File: src/rtl/s2p_ctrl_if.sv
// Bus between a bit-serial source / word consumer and the s2p_ctrl capture controller.
// Word handshake: dout moves on any edge where dout_valid and dout_ready are both high; dout is stable while dout_valid=1 and dout_ready=0.
interface s2p_ctrl_if #(
  parameter int WIDTH = 8
);
  localparam int CW = $clog2(WIDTH + 1);

  logic             start;
  logic             abort;
  logic             sin;
  logic             sin_valid;
  logic             dout_ready;
  logic [WIDTH-1:0] dout;
  logic             dout_valid;
  logic             busy;
  logic [CW-1:0]    bit_cnt;
  logic             overrun;

  modport master (
    output start, abort, sin, sin_valid, dout_ready,
    input  dout, dout_valid, busy, bit_cnt, overrun
  );

  modport slave (
    input  start, abort, sin, sin_valid, dout_ready,
    output dout, dout_valid, busy, bit_cnt, overrun
  );
endinterface

File: src/rtl/s2p_ctrl.sv
// Serial-to-parallel capture controller: frame FSM plus bit counter gate a clock-enabled
// shift register, and the finished word is moved into a valid/ready holding register.
module s2p_ctrl #(
  parameter int WIDTH     = 8,
  parameter bit MSB_FIRST = 1'b1
) (
  input  logic         clk,
  input  logic         rst,
  s2p_ctrl_if.slave    bus
);
  localparam int CW = $clog2(WIDTH + 1);
  localparam logic [CW-1:0] LAST = CW'(WIDTH - 1);

  typedef enum logic {
    IDLE  = 1'b0,
    SHIFT = 1'b1
  } state_t;

  state_t           state_q, state_d;
  logic [CW-1:0]    cnt_q, cnt_d;
  logic [WIDTH-1:0] sr_q, sr_d;
  logic [WIDTH-1:0] dout_q, dout_d;
  logic             dv_q, dv_d;
  logic             ovr_q, ovr_d;
  logic             shift_en;
  logic             complete;

  always_comb begin
    state_d  = state_q;
    cnt_d    = cnt_q;
    shift_en = 1'b0;
    complete = 1'b0;
    case (state_q)
      IDLE: begin
        if (bus.start) begin
          state_d = SHIFT;
          cnt_d   = '0;
        end
      end
      SHIFT: begin
        // abort wins over a same-cycle final bit, so that bit never reaches the register
        if (bus.abort) begin
          state_d = IDLE;
          cnt_d   = '0;
        end else if (bus.sin_valid) begin
          shift_en = 1'b1;
          if (cnt_q == LAST) begin
            complete = 1'b1;
            state_d  = IDLE;
            cnt_d    = '0;
          end else begin
            cnt_d = cnt_q + CW'(1);
          end
        end
      end
      default: begin
        state_d = IDLE;
        cnt_d   = '0;
      end
    endcase
  end

  always_comb begin
    sr_d = sr_q;
    if (shift_en) begin
      sr_d = MSB_FIRST ? {sr_q[WIDTH-2:0], bus.sin} : {bus.sin, sr_q[WIDTH-1:1]};
    end
  end

  // The completing word is taken from sr_d so the final bit lands in dout on the same edge.
  always_comb begin
    dout_d = dout_q;
    dv_d   = dv_q;
    ovr_d  = ovr_q;
    if (complete) begin
      if (!dv_q || bus.dout_ready) begin
        dout_d = sr_d;
        dv_d   = 1'b1;
      end else begin
        ovr_d = 1'b1;
      end
    end else if (dv_q && bus.dout_ready) begin
      dv_d = 1'b0;
    end
  end

  always_ff @(posedge clk or posedge rst) begin
    if (rst) begin
      state_q <= IDLE;
      cnt_q   <= '0;
      sr_q    <= '0;
      dout_q  <= '0;
      dv_q    <= 1'b0;
      ovr_q   <= 1'b0;
    end else begin
      state_q <= state_d;
      cnt_q   <= cnt_d;
      sr_q    <= sr_d;
      dout_q  <= dout_d;
      dv_q    <= dv_d;
      ovr_q   <= ovr_d;
    end
  end

  assign bus.dout       = dout_q;
  assign bus.dout_valid = dv_q;
  assign bus.busy       = (state_q == SHIFT);
  assign bus.bit_cnt    = cnt_q;
  assign bus.overrun    = ovr_q;
endmodule

File: src/flat_wrapper.sv
// flat-port wrapper written by rule: the top's interface ports become plain ports
module s2p_ctrl_flat 
#(
  parameter int WIDTH     = 8,
  parameter bit MSB_FIRST = 1'b1
)
  (clk, rst, bus_start, bus_abort, bus_sin, bus_sin_valid, bus_dout_ready, bus_dout, bus_dout_valid, bus_busy, bus_bit_cnt, bus_overrun);
  s2p_ctrl_if #(.WIDTH(WIDTH)) bus_i ();
  input  logic clk;
  input  logic rst;
  input wire logic [$bits(bus_i.start)-1:0] bus_start;
  input wire logic [$bits(bus_i.abort)-1:0] bus_abort;
  input wire logic [$bits(bus_i.sin)-1:0] bus_sin;
  input wire logic [$bits(bus_i.sin_valid)-1:0] bus_sin_valid;
  input wire logic [$bits(bus_i.dout_ready)-1:0] bus_dout_ready;
  output wire logic [$bits(bus_i.dout)-1:0] bus_dout;
  output wire logic [$bits(bus_i.dout_valid)-1:0] bus_dout_valid;
  output wire logic [$bits(bus_i.busy)-1:0] bus_busy;
  output wire logic [$bits(bus_i.bit_cnt)-1:0] bus_bit_cnt;
  output wire logic [$bits(bus_i.overrun)-1:0] bus_overrun;
  assign bus_i.start = bus_start;
  assign bus_i.abort = bus_abort;
  assign bus_i.sin = bus_sin;
  assign bus_i.sin_valid = bus_sin_valid;
  assign bus_i.dout_ready = bus_dout_ready;
  assign bus_dout = bus_i.dout;
  assign bus_dout_valid = bus_i.dout_valid;
  assign bus_busy = bus_i.busy;
  assign bus_bit_cnt = bus_i.bit_cnt;
  assign bus_overrun = bus_i.overrun;
  s2p_ctrl #(.WIDTH(WIDTH), .MSB_FIRST(MSB_FIRST)) u_core (.clk(clk), .rst(rst), .bus(bus_i));
endmodule
File: config.mk
export PLATFORM = sky130hd
export DESIGN_NAME = s2p_ctrl_flat
export DESIGN_NICKNAME = d
export VERILOG_FILES = /design/src/rtl/s2p_ctrl_if.sv /design/src/rtl/s2p_ctrl.sv /design/src/flat_wrapper.sv
export SDC_FILE = /design/constraint.sdc
export NUM_CORES = 1
export LEC_CHECK = 0
export ABC_AREA = 1
export CAP_MARGIN = 20
export CORE_UTILIZATION = 38
export CTS_CLUSTER_DIAMETER = 200
export DETAILED_ROUTE_END_ITERATION = 12
export HOLD_SLACK_MARGIN = 0.06
export PLACE_DENSITY = 0.68
export SYNTH_ARGS = -nofsm -noshare
export SYNTH_HDL_FRONTEND = slang
export SYNTH_SLANG_ARGS = --single-unit
File: constraint.sdc
create_clock -name clk -period 1.1 [get_ports clk]
set_input_delay 0.22 -clock clk [delete_from_list [all_inputs] [get_ports clk]]
set_output_delay 0.22 -clock clk [all_outputs]
set_load 0.005 [all_outputs]
Yosys cells after proc, flatten, opt, wreduce, memory -nomap -nowiden
Cells that the tools add are included.
Widths: inputs -> output; s select.
{"block": "classes", "mux": 21, "bitwise": 2, "n_reduce_logical": 8, "n_shift": 0, "div_mod_pow": 0, "n_lt_le_gt_ge": 0, "n_addsub": 1, "n_mul": 0, "n_eq_ne": 4}
{"cell": "$mux 4", "count": 4}
{"cell": "$mux 1", "count": 14}
{"cell": "$mux 8", "count": 1}
{"cell": "$pmux 4 s2", "count": 1}
{"cell": "$reduce_and 2->1", "count": 4}
{"cell": "$add 4x1->4 const B", "count": 1}
{"cell": "$eq 4x3->1 const B", "count": 1}
{"cell": "$ne 2x2->1 const B", "count": 2}
{"cell": "$ne 3x3->1 const B", "count": 1}
{"cell": "$not 1->1", "count": 2}
{"cell": "$pmux 1 s2", "count": 1}
{"cell": "$reduce_bool 2->1", "count": 1}
{"cell": "$logic_and 1x1->1", "count": 1}
{"cell": "$logic_not 1->1", "count": 1}
{"cell": "$logic_or 1x1->1", "count": 1}
{"block": "word_totals", "latch_bits": 0, "output_inout_bits": 15, "register_bits": 23, "memories": 0, "inputBits": 7, "ramBits": 0, "romBits": 0, "wordCells": 42}

Longest topological paths before layout
{"block": "logic_depth", "word_depth": 7, "ltp_mapped": 6, "depth_no_buf": 6}

Worst setup path after synthesis
OpenSTA, ideal clock, no wires.
{"block": "synth_path", "kind": "reg2reg", "startpoint": "register u_core.cnt_q[0], in the netlist u_core.bus.bit_cnt[0]", "endpoint": "register u_core.dout_q[0], in the netlist u_core.bus.dout[0]", "stages_incl_launch_ff": 7, "arrival_time_ns": 1.109, "setup_time_ns": 0.118, "required_time_ns": 0.982, "synth_period_minus_slack_ns": 1.227, "setup_slack_ns": -0.127, "n_path_buf": 0, "path_cell_list": "dfrtp_1 > ha_1 > nand3_2 > nor2_8 > nand2_4 > nand2_1 > nand2_1"}
{"block": "synth_between", "elab_chain_cells": 6}
{"item": "from (decl)", "line": "s2p_ctrl.sv:20", "rtl": "logic [CW-1:0] cnt_q, cnt_d;"}
{"item": "from (signal assigned)", "line": "s2p_ctrl.sv:97", "rtl": "cnt_q <= cnt_d;"}
{"item": "$eq 4x3->1", "line": "s2p_ctrl.sv:47", "rtl": "if (cnt_q == LAST) begin"}
{"item": "$mux 1", "line": "s2p_ctrl.sv:47"}
{"item": "$mux 1", "line": "s2p_ctrl.sv:45", "rtl": "end else if (bus.sin_valid) begin"}
{"item": "$mux 1", "line": "s2p_ctrl.sv:42", "rtl": "if (bus.abort) begin"}
{"item": "$mux 1", "line": "s2p_ctrl.sv:33", "rtl": "case (state_q)"}
{"item": "$reduce_and 2->1 (no source line)"}
{"item": "to (signal assigned)", "line": "s2p_ctrl.sv:99", "rtl": "dout_q <= dout_d;"}
{"item": "to (decl)", "line": "s2p_ctrl.sv:22", "rtl": "logic [WIDTH-1:0] dout_q, dout_d;"}
Every way passes these cells.
A chain may end at the register's enable or synchronous reset.

Worst setup path in the final report
{"block": "layout_path", "startpoint": "register u_core.cnt_q[0], in the netlist u_core.bus.bit_cnt[0]", "endpoint": "register u_core.state_q, in the netlist u_core.bus.busy"}
{"block": "layout_between", "elab_chain_cells": 5}
{"item": "$eq 4x3->1", "line": "s2p_ctrl.sv:47"}
{"item": "$mux 1", "line": "s2p_ctrl.sv:47"}
{"item": "$mux 1", "line": "s2p_ctrl.sv:45"}
{"item": "$mux 1", "line": "s2p_ctrl.sv:42"}
{"item": "$pmux 1 s2", "line": "s2p_ctrl.sv:33"}
{"item": "net u_core.state_d", "line": "s2p_ctrl.sv:19", "rtl": "state_t state_q, state_d;"}
{"item": "to (signal assigned)", "line": "s2p_ctrl.sv:96", "rtl": "state_q <= state_d;"}
{"item": "to (decl)", "line": "s2p_ctrl.sv:19"}
The timed path passes the listed nets, and every way through them passes these cells.

==> flow_metrics.py <==
metrics = {
    "route": {
        "first_pass_iters": 4,
        "dr_total_vias": 925,
        "wire_per_inst_um": 12.5,
        "viasPerCell": 4.79,
        "ant_nets": 0,
        "route.detailed.drc": 0,
        "wl_um": 2420,
        "drt-initial-drc-count": 23,
    },
    "placement": {
        "io_buffers": 21,
        "placed_cell_area_mm2": 0.00140,
        "place.gp.congestion": 0.710,
        "dp_hpwl_um": 1640,
        "place_inst": 174,
        "dp_slack_ns": -0.343,
    },
    "global_route": {
        "grt_max_degree": 19,
        "grt_pass1_vias": 843,
        "antenna_found_initial": 0,
        "grt.overflow.total": 0,
        "grt_pass1_wl_um": 3600,
        "grt_usage": 0.175,
    },
    "worst_setup_path": {
        "crit_type": "reg -> reg",
        "arrival_ns": 1.46,
        "crit_path_start_kind": "flip-flop",
        "path_cells": "buf_6 -> ha_4 -> nand3_4 -> buf_4 -> buf_6 -> nor2_2 -> o21ai_1",
        "cp_data_required_time_ns": 1.31,
        "end_kind": "flip-flop",
        "crit_fanout": 3,
        "crit_top_cell": "buf_6",
        "rrSetupSlack_ns": -0.14,
        "crit_slowest_cell": "dfrtp_2",
        "slowest_delay_ns": 0.39,
    },
    "power": {
        "ir_drop_mv": 0.733,
        "pwr-share-seq": 0.565,
        "powerDensity_mw_per_mm2": 1170,
        "p_clk_frac": 0.222,
        "p_sw_frac": 0.293,
        "leakage_nw": 0.856,
        "switching_power_mw": 0.526,
        "p_int_mw": 1.27,
        "combPwrFrac": 0.213,
    },
    "finish": {
        "layout_common_cells": "nand2_1, buf_4, dfrtp_1",
        "post-route-util": 0.612,
        "design_area_mm2": 0.00153,
        "layout.nets": 172,
        "antenna_cells": 0,
        "layout_commonest_cell": "nand2_1",
        "drive_gt1_frac": 0.417,
        "nFillCells": 227,
        "area_delta_synth_final_pct": 49.9,
        "layout.cells.non_filler": 193,
    },
    "timing": {
        "fmaxAchievable_mhz": 806,
        "setup_tns_ns": -1.34,
        "max_slew_margin": 0.790,
        "rsz0062_at_grt": "true",
        "drv_slew": 0,
        "finalSetupViolations": 15,
        "fin_crit_ns": 1.24,
        "tightest_slew_ns": 0.315,
        "finalCritPeriodShare": 1.13,
        "fin_ws_ns": -0.141,
        "hold_violations": 0,
        "skew_ns": 0.00469,
    },
    "logic_synthesis": {
        "netlist_instances": 112,
        "yosysUniqueCellTypes": 18,
        "synth_seq_area_share": 0.564,
        "syn_nets": 120,
        "synth.cell_area_mm2": 0.00102,
        "ys_ff_latch": 23,
        "ys_warn_count": 0,
        "avgSynthCellArea_um2": 9.12,
    },
    "cts": {
        "path_clk_slew_ns": 0.13,
        "cts_sinks": 23,
        "tritoncts": "built",
        "clockRootBuffer": "clkbuf_4",
        "numCtsBuffers": 3,
        "h-tree-depth": 1,
        "clock_latency_ns": 0.31,
        "cts_buffer_depth": 2,
        "hold_buffers": 0,
    },
    "min_path": {
        "hold_class": "in -> async",
    },
    "floorplan": {
        "die-area_mm2": 0.00290,
        "rows": 18,
        "start_util": 0.408,
        "fp.dieW_um": 53.8,
        "fp.dieH_um": 53.8,
        "core_area_mm2": 0.00250,
        "ios": 22,
    },
    "status": {
        "violations": "setup timing",
        "status": "complete, but fails checks",
    },
    "run": {
        "maxCapViolCount": 0,
    },
}
worst paths after layout:
check / cells past startpoint / endpoint / start
max in group asynchronous: 3 / u_core.sr_q[5] / rst
worst min register to register: 1 / u_core.bus.overrun / u_core.bus.overrun
min in group clk: 1 / u_core.bus.overrun / u_core.bus.overrun
worst max register to register: 7 / u_core.bus.busy / u_core.bus.bit_cnt[0]
worst min-delay path: 2 / u_core.bus.busy / rst
worst max-delay path: 7 / u_core.bus.busy / u_core.bus.bit_cnt[0]
cells by family (layout without fill, tap and decap cells):
| family | after synthesis | count (layout) | synth area share |
|---|---|---|---|
| and+or+nand+nor | 72 | 72 | 0.349 |
| DFF | 23 | 23 | 0.564 |
| buffers and inverters | 11 | 62 | 0.0441 |
| AOI/OAI and AO/OA | 5 | 5 | 0.0306 |
| adders and majority gates | 1 | 1 | 0.0123 |
cell type report:
cell class	instances	area, um2	area share
clock buffer	4	26.3	0.0172
inverter	8	31.3	0.0204
multi-input combinational	78	459	0.300
sequential	23	579	0.379
tap	30	37.5	0.0245
timing repair buffer	50	397	0.259
power by group through the flow:
stage / clock (mW) / combinational (mW) / sequential (mW)
after detailed placement: 0 / 0.318 / 1.04
after global placement: 0 / 0.309 / 1.04
after floorplan: 0 / 0.174 / 1.03
after global routing: 0.445 / 0.428 / 1.03
after CTS: 0.407 / 0.367 / 1.01
final: 0.399 / 0.381 / 1.01
flip-flops by register name, summed over array words and instances (netlist names):
register,count
u_core.bus.dout,8
u_core.sr_q,8
u_core.bus.bit_cnt,4
u_core.bus.busy,1
u_core.bus.dout_valid,1
u_core.bus.overrun,1
worst max-delay path: cells and delay by family, from the launching register on:
kind / cells / cell delay (ns)
AO/OA/AOI/OAI: 1 / 0.07
adder cells (fa/ha/maj): 1 / 0.15
buffers and inverters: 3 / 0.36
flip-flops: 1 / 0.39
AND/OR/NAND/NOR: 2 / 0.18
layer usage:
layer,vias to the layer above,global-route usage,routed length (um)
li1,474,-,-
met1,432,0.218,1110
met2,17,0.307,1190
met3,2,0.0367,94
met4,0,0.0395,19
met5,-,0,0
metrics by stage:
stage	hold WS, ns	total power, mW
finish	0.142	1.79
floorplan	0.222	1.21
detailed placement	0.465	1.36
global route	0.138	1.90
CTS	0.137	1.79
global placement	0.459	1.35
synth_stat cells:
library cell | instances | area share
or2_2 | 1 | 0.0061
o21ai_0 | 2 | 0.0098
nand2_1 | 43 | 0.16
o21ai_1 | 2 | 0.0098
nor2_1 | 1 | 0.0037
nand4_1 | 9 | 0.055
nand3_4 | 1 | 0.017
nand3_2 | 1 | 0.0098
o21bai_2 | 1 | 0.011
ha_1 | 1 | 0.012
dfrtp_1 | 23 | 0.56
buf_2 | 2 | 0.0098
clkbuf_1 | 1 | 0.0037
inv_1 | 7 | 0.026
nor2_8 | 1 | 0.020
clkinv_2 | 1 | 0.0049
nand3_1 | 14 | 0.069
nand2_4 | 1 | 0.011
repair_timing:
item,in CTS,in global routing
resized for setup,65,14
endpoints found under the setup margin,27,24
pin swaps,5,12
gates cloned,0,0
setup buffers,11,7
Note: power is estimated with default switching activity, not from simulation.
